## src/rtl/equation_scheduler.sv

```systemverilog
// rtl/equation_scheduler.sv - sequences the equation checkers with per-attempt timeout and wrong-answer penalty
module equation_scheduler #(
    parameter int NUM_EQ      = 3,
    parameter int TIMEOUT_SEC = 20,
    parameter int MAX_WRONG   = 2,
    parameter int TICK_DIV    = 50000000
) (
    input  logic              Clock,
    input  logic              Reset,
    input  logic              Begin,
    input  logic [NUM_EQ-1:0] eqDone,
    input  logic [NUM_EQ-1:0] eqCorrect,
    input  logic              penaltyAck,
    output logic [NUM_EQ-1:0] eqStart,
    output logic [1:0]        eqIndex,
    output logic [6:0]        secondsLeft,
    output logic [3:0]        wrongCount,
    output logic              penalty,
    output logic              allDone,
    output logic              busy
);

    localparam int              PS_W     = $clog2(TICK_DIV);
    localparam logic [PS_W-1:0] PS_LAST  = PS_W'(TICK_DIV - 1);
    localparam logic [6:0]      SEC_LOAD = 7'(TIMEOUT_SEC);
    localparam logic [3:0]      WRONG_LIM = 4'(MAX_WRONG);
    localparam logic [1:0]      LAST_IDX = 2'(NUM_EQ - 1);

    typedef enum logic [2:0] {
        IDLE,
        ISSUE,
        WAIT,
        PENALTY,
        FINISH
    } state_t;

    state_t            state;
    logic [PS_W-1:0]   prescaler;
    logic [NUM_EQ-1:0] sel;
    logic              done_cur;
    logic              correct_cur;
    logic              tick;
    logic [3:0]        wrong_next;

    always_comb begin
        sel = '0;
        for (int i = 0; i < NUM_EQ; i++) begin
            sel[i] = (eqIndex == 2'(i));
        end
        done_cur    = |(eqDone & sel);
        correct_cur = |(eqDone & eqCorrect & sel);
        tick        = (prescaler == PS_LAST);
        wrong_next  = (wrongCount == 4'd15) ? 4'd15 : wrongCount + 4'd1;
    end

    always_ff @(posedge Clock or posedge Reset) begin
        if (Reset) begin
            state       <= IDLE;
            prescaler   <= '0;
            eqStart     <= '0;
            eqIndex     <= 2'd0;
            secondsLeft <= 7'd0;
            wrongCount  <= 4'd0;
            penalty     <= 1'b0;
            allDone     <= 1'b0;
            busy        <= 1'b0;
        end else begin
            penalty <= 1'b0;
            allDone <= 1'b0;
            case (state)
                IDLE: begin
                    if (Begin) begin
                        state      <= ISSUE;
                        eqIndex    <= 2'd0;
                        wrongCount <= 4'd0;
                        busy       <= 1'b1;
                    end
                end
                ISSUE: begin
                    state       <= WAIT;
                    secondsLeft <= SEC_LOAD;
                    prescaler   <= '0;
                    eqStart     <= sel;
                end
                WAIT: begin
                    // An answer on the same edge as the final tick wins; the tick is dropped.
                    if (correct_cur) begin
                        eqStart <= '0;
                        if (eqIndex == LAST_IDX) begin
                            state   <= FINISH;
                            allDone <= 1'b1;
                        end else begin
                            eqIndex <= eqIndex + 2'd1;
                            state   <= ISSUE;
                        end
                    end else if (done_cur || (tick && secondsLeft == 7'd1)) begin
                        wrongCount <= wrong_next;
                        if (wrong_next >= WRONG_LIM) begin
                            state   <= PENALTY;
                            penalty <= 1'b1;
                            eqStart <= '0;
                        end else begin
                            secondsLeft <= SEC_LOAD;
                            prescaler   <= '0;
                        end
                    end else if (tick) begin
                        prescaler   <= '0;
                        secondsLeft <= secondsLeft - 7'd1;
                    end else begin
                        prescaler <= prescaler + 1'b1;
                    end
                end
                PENALTY: begin
                    if (penaltyAck) begin
                        wrongCount <= 4'd0;
                        state      <= ISSUE;
                    end
                end
                FINISH: begin
                    state       <= IDLE;
                    eqIndex     <= 2'd0;
                    secondsLeft <= 7'd0;
                    busy        <= 1'b0;
                end
                default: state <= IDLE;
            endcase
        end
    end

endmodule

```

## config.mk

```make
export PLATFORM = sky130hd
export DESIGN_NAME = equation_scheduler
export DESIGN_NICKNAME = d
export VERILOG_FILES = /design/src/rtl/equation_scheduler.sv
export SDC_FILE = /design/constraint.sdc
export NUM_CORES = 1
export LEC_CHECK = 0
export BUFFER_PORTS_ARGS = -buffer_cell sky130_fd_sc_hd__buf_2
export CAP_MARGIN = 30
export CORE_UTILIZATION = 57
export DETAILED_ROUTE_END_ITERATION = 6
export PLACE_DENSITY = 0.77
export SYNTH_ARGS = -nofsm -noshare
export SYNTH_HDL_FRONTEND = slang
export SYNTH_SLANG_ARGS = --single-unit
```

## constraint.sdc

```tcl
create_clock -name Clock -period 6.45 [get_ports Clock]
set_input_delay 0.645 -clock Clock [delete_from_list [all_inputs] [get_ports Clock]]
set_output_delay 0.645 -clock Clock [all_outputs]
set_load 0.05 [all_outputs]
```

# Word-level counts from Yosys, hierarchy flattened
# Cells that the tools add are included.
totals:
  register_bits: 48
  inputBits: 10
classes:
  n_reduce_logical: 18
  eq_ne: 19
  muxes: 40
  bitwise_logic: 3
  order_cmp: 1
  addsub: 4
ops:
  columns: ["op", "n"]
  rows:
  - ["$mux 26", 4]
  - ["$pmux 26 s2", 1]
  - ["$mux 7", 4]
  - ["$mux 3", 9]
  - ["$add 26x1->26 const B", 1]
  - ["$eq 26x26->1 const B", 1]
  - ["$pmux 7 s3", 1]
  - ["$mux 4", 5]
  - ["$ne 2x2->1 const B", 6]
  - ["$ne 3x3->1 const B", 4]
  - ["$pmux 3 s4", 1]
  - ["$pmux 4 s3", 1]
  - ["$reduce_and 4->1", 3]
  - ["$and 3x3->3", 3]
  - ["$reduce_bool 3->1", 3]
  - ["$mux 1", 8]
  - ["$eq 7x1->1 const B", 1]
  - ["$sub 7x1->7 const B", 1]
  - ["$eq 3x2->1 const B", 2]
  - ["$mux 2", 3]
  - ["$pmux 2 s3", 1]
  - ["$pmux 3 s2", 1]
  - ["$reduce_and 3->1", 2]
  - ["$reduce_or 3->1", 2]
  - ["other kinds (16)", 17]

# Longest topological paths before layout
# Gate-level depths: netlist (run 1).
depth:
  depth_word: 7
  ltp_mapped: 10
  depth_no_buf: 9

# Worst setup path after synthesis (run 1)
# No wires, ideal clock.
synth_timing:
  path_type: "register to register"
  startpoint: "reg eqIndex[0]"
  endpoint: "reg secondsLeft[2]"
  n_path_buf: 0
  setup_slack_ns: 3.891
  setup_ns: 0.104
  synth_period_minus_slack_ns: 2.559
  path_stages_with_launch: 10
  arrival_time_ns: 2.455
  path_cell_list: "dfrtp_1 -> inv_1 -> ha_1 -> nand3_1 -> nand3_1 -> nand2b_1 -> a21oi_1 -> a21oi_2 -> or2_2 -> a221oi_1"
synth_via:
  elab_chain_cells: 7
synth_lines:
  columns: ["item", "line_no", "text"]
  rows:
  - ["start, declared", "15", "output logic [1:0] eqIndex,"]
  - ["start signal, assigned", "93", "eqIndex <= eqIndex + 2'd1;"]
  - ["$eq 2x1->1, or another cell as far along", "48", "sel[i] = (eqIndex == 2'(i));"]
  - ["$and 3x3->3", "50", "done_cur = |(eqDone & sel);"]
  - ["$reduce_or 3->1", "50", null]
  - ["$logic_or 1x1->1", "96", "end else if (done_cur || (tick && secondsLeft == 7'd1)) begin"]
  - ["$mux 7", "96", null]
  - ["$mux 7", "87", "if (correct_cur) begin"]
  - ["$pmux 7 s3", "70", "case (state)"]
  - ["end signal, assigned", "108", "secondsLeft <= secondsLeft - 7'd1;"]
  - ["end, declared", "16", "output logic [6:0] secondsLeft,"]
# Parallel ways exist; a longest one is shown, timed or not. The select of a mux whose other input is x is not followed.
# A chain may end at the register's enable or synchronous reset.

# Final worst setup path (run 1)
layout_timing:
  startpoint: "reg wrongCount[0]"
  endpoint: "reg prescaler[14]"
layout_via:
  elab_chain_cells: 5
layout_lines:
  columns: ["item", "line_no", "text"]
  rows:
  - ["start, declared", "17", "output logic [3:0] wrongCount,"]
  - ["start signal, assigned", "97", "wrongCount <= wrong_next;"]
  - ["$add 4x1->4 or $eq 4x4->1 (tied branches)", "53", "wrong_next = (wrongCount == 4'd15) ? 4'd15 : wrongCount + 4'd1;"]
  - ["$mux 4 (*)", "53", null]
  - ["$ge 4x2->1 (*)", "98", "if (wrong_next >= WRONG_LIM) begin"]
  - ["$ne 3x3->1 (no source line) (*)", null, null]
  - ["$reduce_and 3->1 (no source line) (*)", null, null]
  - ["end signal, assigned", "110", "prescaler <= prescaler + 1'b1;"]
  - ["end, declared", "38", "logic [PS_W-1:0] prescaler;"]
# Mark *: on every way between the ends. The rest lies on a longest branch, timed or not.

==> flow_metrics.tcl, run 1 <==
set metrics [dict create \
    outcome "completed" \
    dieArea_mm2 0.005245 \
    p_leak_nw 1.335 \
    setup_tns_ps 0 \
    cts_tree "yes" \
    fp-row-count 25 \
    clock_path_buffers 2 \
    dr.pass1.iters 5 \
    power_density_mw_per_mm2 363.3 \
    start_util 0.5945 \
    period_minus_slack_ps 2984 \
    path_max_fanout 28 \
    hpwl_mm 4.282 \
    synth_area_leaders "dfrtp_1 (42%), o21ai_0 (8.3%), nor2_1 (5.3%)" \
    clkLatencyLatePin_ps 310 \
    synth_top_cells_by_count "dfrtp_1 (48), o21ai_0 (47), nor2_1 (40), nand2_1 (29), a21oi_1 (17)" \
    p_seq_frac 0.349 \
    die_w_um 72.42 \
    synth_area_leader_cell "dfrtp_1" \
    worst_setup_path_end_kind "flop" \
    synth_area_mm2 0.002826 \
    synth_edf_count 0 \
    arrival_ps 3200 \
    syn_inst 325 \
    initialDrtViolationCount 186 \
    drv_cap 0 \
    grt_max_degree 29 \
    postCtsHoldBufs 0 \
    drive_gt1_frac 0.1445 \
    comb_power_share 0.484 \
    layout_setup_ws_ps 3466 \
    synthDistinctLibCells 50 \
    cts_resized 0 \
    drc 0 \
    grt_pass1_vias 2198 \
    grt_pass1_wl_mm 10.25 \
    ys.flop_type "dfrtp_1" \
    yosysMostFrequentCell "dfrtp_1" \
    antenna_found_initial 0 \
    worst_hold_slack_ps 351.1 \
    cpMostUsedCell "o21ai_0" \
    grt.total_usage 0.2507 \
    wl_per_cell_um 14.46 \
    vias_per_cell 5.955 \
    io_buffers 28 \
    p_switching_w 0.0005325 \
    finalNetCount 369 \
    tightest_slew_ps 1065 \
    ys_async_sr_fraction 1.000 \
    p_sw_frac 0.4719 \
    rsz0062_at_grt "false" \
    post_cts_buffers 0 \
    grt-ovfl-total 0 \
    ys_seq_area_frac 0.4250 \
    cp_cell_sequence "ha_1, nand2_1, a21oi_1, o21ai_0, a21oi_1, a21oi_2, o21ai_0, o21ai_0" \
    route.final.wire_length_mm 6.073 \
    place_ws_ps 3614 \
    finalSetupViolCount 0 \
    place.gp.congestion 0.8308 \
    hold_class "primary input to async pin" \
    core_mm2 0.004755 \
    cts_sinks 48 \
    synthesis.nets 342 \
    clk_pin_slew_ps 90 \
    finalCritPeriodShare 0.4626 \
    fp.dieH_um 72.42 \
    netlist.area_leader.share 0.4250 \
    slew_violations 0 \
    critPathMaxStageDelay_ps 880 \
    slew_headroom 0.2898 \
    ios 29 \
    n_antenna_cell 0 \
    ys_ff_latch 48 \
    vias 2501 \
    ys_warn_count 0 \
    ant_nets 0 \
    fin_skew_ps 12.70 \
    crit_slowest_cell "a21oi_2" \
    fillerInstances 432 \
    finalHoldViolations 0 \
    clkPwrFrac 0.167 \
    htreeDepth 2 \
    area_growth_pct 9.872 \
    cts_made_buffers 5 \
    root_buffer "clkbuf_8" \
    ir_drop_mv 0.2701 \
    crit_type "flop to flop" \
    internal-power_w 0.0005958 \
    startpoint_type "flop" \
    critPathRequiredTime_ps 6670 \
    synth.avg_cell_area_um2 8.697 \
    max_clock_freq_mhz 335.1 \
]
==> logic make-up after synthesis <==
| family | synth area share |
|---|---|
| XOR/XNOR | 0.009298 |
| adder cells (fa/ha/maj) | 0.03099 |
| buffers and inverters | 0.03497 |
| AND/OR/NAND/NOR | 0.2740 |
| flip-flops | 0.4250 |
| AO/OA/AOI/OAI | 0.2151 |
| multiplexers | 0.01062 |
==> layer usage <==
metal	part of all wire	track usage	wire length [µm]
met2	0.42	0.3759	2571
met4	0.015	0.08061	90
met1	0.50	0.3661	3052
met5	0	0	0
met3	0.059	0.04861	359
==> flip-flops by register name, indices dropped and copies added, names as in the netlist <==
signal	flops
prescaler	26
secondsLeft	7
wrongCount	4
eqStart	3
state	3
eqIndex	2
allDone	1
busy	1
penalty	1
==> power by group through the flow <==
| stage | clock (W) | combinational (W) | sequential, W |
|---|---|---|---|
| final | 0.000189 | 0.000546 | 0.000394 |
| after global routing | 0.000201 | 0.000600 | 0.000401 |
| after CTS | 0.000193 | 0.000542 | 0.000392 |
| after detailed placement | 0 | 0.000538 | 0.000398 |
| after global placement | 0 | 0.000533 | 0.000395 |
| after floorplan | 0 | 0.000366 | 0.000469 |
==> final cells by class <==
class	instances	area [µm²]	area share
inverter	11	41.29	0.01330
clock inverter	2	10.01	0.003223
tap	67	83.83	0.02699
sequential	48	1201	0.3868
clock buffer	6	82.58	0.02659
timing repair buffer	29	160.2	0.05157
multi-input combinational	257	1526	0.4915
==> through the flow <==
stage | util | total power, W | area, µm² | instances
3_5_place_dp | 0.6337 | 0.0009369 | 3013 | 412
5_1_grt | 0.6532 | 0.001202 | 3105 | 420
6_report | 0.6532 | 0.001128 | 3105 | 420
2_1_floorplan | - | 0.0008354 | 2826 | 325
4_1_cts | 0.6532 | 0.001127 | 3105 | 420
3_3_place_gp | 0.6295 | 0.0009283 | 2993 | 411
==> critical path, delay by kind of cell, from the launching register on <==
| family | cells | cell delay (ps) |
|---|---|---|
| compound gates | 6 | 2050 |
| flops | 1 | 460 |
| fa+ha+maj | 1 | 280 |
| simple gates | 1 | 110 |
==> worst paths after layout <==
kind                          startpoint        endpoint  slack, ps  depth (start not counted)
setup / recovery           wrongCount[0]   prescaler[14]       3470                          8
hold / removal                     Reset    prescaler[9]        350                          2
setup reg to reg           wrongCount[0]   prescaler[14]       3470                          8
hold reg to reg            prescaler[17]   prescaler[17]        490                          1
max in group asynchronous          Reset  secondsLeft[2]       5590                          3
min in group Clock         prescaler[17]   prescaler[17]        490                          1
==> cell usage in the layout, fill, tap and decap left out, types with 6 or more instances in the layout <==
cell,n
a21oi_1,17
and2_1,7
and3_1,6
buf_2,28
clkbuf_8,6
dfrtp_1,48
ha_1,7
inv_1,10
nand2_1,29
nand2b_1,7
nand3_1,15
nand4_1,9
nor2_1,40
nor3_1,7
o21ai_0,47
o31ai_1,11
Note: power is estimated with default switching activity, not from simulation.
==> run 2: changes to the inputs <==
==> constraint.sdc (replaced) <==
create_clock -name Clock -period 2.98 [get_ports Clock]
set_input_delay 0.298 -clock Clock [delete_from_list [all_inputs] [get_ports Clock]]
set_output_delay 0.298 -clock Clock [all_outputs]
set_load 0.05 [all_outputs]
==> flow_metrics.tcl, run 2 (synthesis gave the netlist of run 1 again) <==
set metrics [dict create \
    p_leak_nw 1.354 \
    post-route-util 0.6611 \
    finalCritPeriodShare 0.8632 \
    cpMostUsedCell "nand2_1" \
    drive_gt1_frac 0.1480 \
    fp-row-count 25 \
    slew_headroom 0.4887 \
    n_antenna_cell 0 \
    hpwl_mm 4.216 \
    route.final.wire_length_mm 5.851 \
    vias_per_cell 5.838 \
    finalSetupViolCount 0 \
    grt_pass1_vias 2145 \
    dieArea_mm2 0.005245 \
    finalHoldViolations 0 \
    max_clock_freq_mhz 388.7 \
    htreeDepth 2 \
    area_growth_pct 11.20 \
    ant_nets 0 \
    core_mm2 0.004755 \
    drv_cap 0 \
    fp.dieH_um 72.42 \
    crit_slowest_cell "nor2_2" \
    grt.total_usage 0.2378 \
    cts_made_buffers 5 \
    clock_path_buffers 2 \
    cp_top_family "simple AND/OR/NAND/NOR gates" \
    cts_resized 0 \
    hold_class "primary input to flop" \
    drc 0 \
    initialDrtViolationCount 217 \
    post_cts_buffers 0 \
    wl_per_cell_um 13.77 \
    place.gp.congestion 0.8208 \
    io_buffers 28 \
    outcome "completed" \
    worst_setup_path_end_kind "flop" \
    ir_drop_mv 0.5112 \
    largest_reg_flops 26 \
    startpoint_type "flop" \
    grt_max_degree 35 \
    vias 2481 \
    start_util 0.5945 \
    cts_tree "yes" \
    cp_cell_sequence "inv_1, ha_1, a221oi_1, nand2_1, nor2_2, nand2_1, o31ai_1" \
    clkLatencyLatePin_ps 290 \
    grt_pass1_wl_mm 9.963 \
    largest-register "prescaler" \
    power_density_mw_per_mm2 782.0 \
    crit_type "flop to flop" \
    slew_violations 0 \
    path_max_fanout 19 \
    dr.pass1.iters 4 \
    crit_buf_inv 1 \
    final_common_cell "dfrtp_1" \
    fin_skew_ps 7.439 \
    tightest_slew_ps 766.2 \
    antenna_found_initial 0 \
    clk_pin_slew_ps 80 \
    period_minus_slack_ps 2572 \
    postCtsHoldBufs 1 \
    final_cell_mix "dfrtp_1 (48), o21ai_0 (47), nor2_1 (40)" \
    finalNetCount 374 \
    grt-ovfl-total 0 \
    cts_sinks 48 \
    critPathRequiredTime_ps 3170 \
    fillerInstances 425 \
    rsz0062_at_grt "false" \
    critPathMaxStageDelay_ps 620 \
    root_buffer "clkbuf_8" \
    arrival_ps 2760 \
    setup_tns_ps 0 \
    ios 29 \
    top_regs "prescaler x26, secondsLeft x7, wrongCount x4" \
    die_w_um 72.42 \
]
[run 2: changes by cell type in the layout (fill, tap and decap cells not counted), sizes merged]
cell         previous run  this run
clkinv                  2         0
buf                    29        33
dlygate4sd3             0         1
clkbuf                  6         8
[run 2: where the power goes]
group / total, W / switching, W / internal (W) / leakage (nW)
clock: 0.000391 / 0.000201 / 0.000190 / 0.0455
sequential: 0.000851 / 0.000114 / 0.000737 / 0.643
combinational: 0.00122 / 0.000819 / 0.000397 / 0.666
total: 0.00246 / 0.00113 / 0.00132 / 1.35
[run 2: layer usage]
metal	wire length (µm)	global-route usage	vias up	share of wire
met5	0	0	-	0
met4	29	0.05882	0	0.0050
met3	234	0.02917	4	0.040
met2	2484	0.3416	57	0.42
met1	3102	0.3785	1178	0.53
li1	-	-	1242	-
[run 2: per-stage QoR]
| stage | setup WS [ps] | cell area, µm² | hold WS [ps] | power (W) | std cells |
|---|---|---|---|---|---|
| after detailed placement | 479.5 | 3043 | 280.0 | 0.002070 | 416 |
| after CTS | 460.8 | 3143 | 278.7 | 0.002467 | 425 |
| final | 407.6 | 3143 | 283.7 | 0.002458 | 425 |
| after floorplan | 420.9 | 2826 | 437.6 | 0.001808 | 325 |
| after global placement | 487.0 | 3023 | 466.2 | 0.002047 | 415 |
| after global routing | 244.0 | 3143 | 300.7 | 0.002616 | 425 |
[run 2: final cells by class]
type                    instances  area (µm²)  area share
repair buffers                 34       200.2     0.06369
flip-flops and latches         48        1201      0.3822
inverters                      11       41.29     0.01314
clock buffers                   8       90.09     0.02866
multi-input cells             257        1526      0.4857
well taps                      67       83.83     0.02667
[run 2: worst register-to-register path, cell delays in order (launching register included)]
cell and delay (ps):
dfrtp_1 430, inv_1 90, ha_1 280, a221oi_1 430, nand2_1 170, nor2_2 620
nand2_1 150, o31ai_1 290
[run 2: worst paths after layout]
kind / from / end / slack [ps] / cells after the start
max reg2reg: eqIndex[0] / prescaler[11] / 410 / 7
max: eqIndex[0] / prescaler[11] / 410 / 7
min reg2reg: prescaler[11] / prescaler[11] / 500 / 1
min: Begin / busy / 280 / 3
max in group asynchronous: Reset / allDone / 1990 / 4
min in group asynchronous: Reset / secondsLeft[5] / 510 / 3
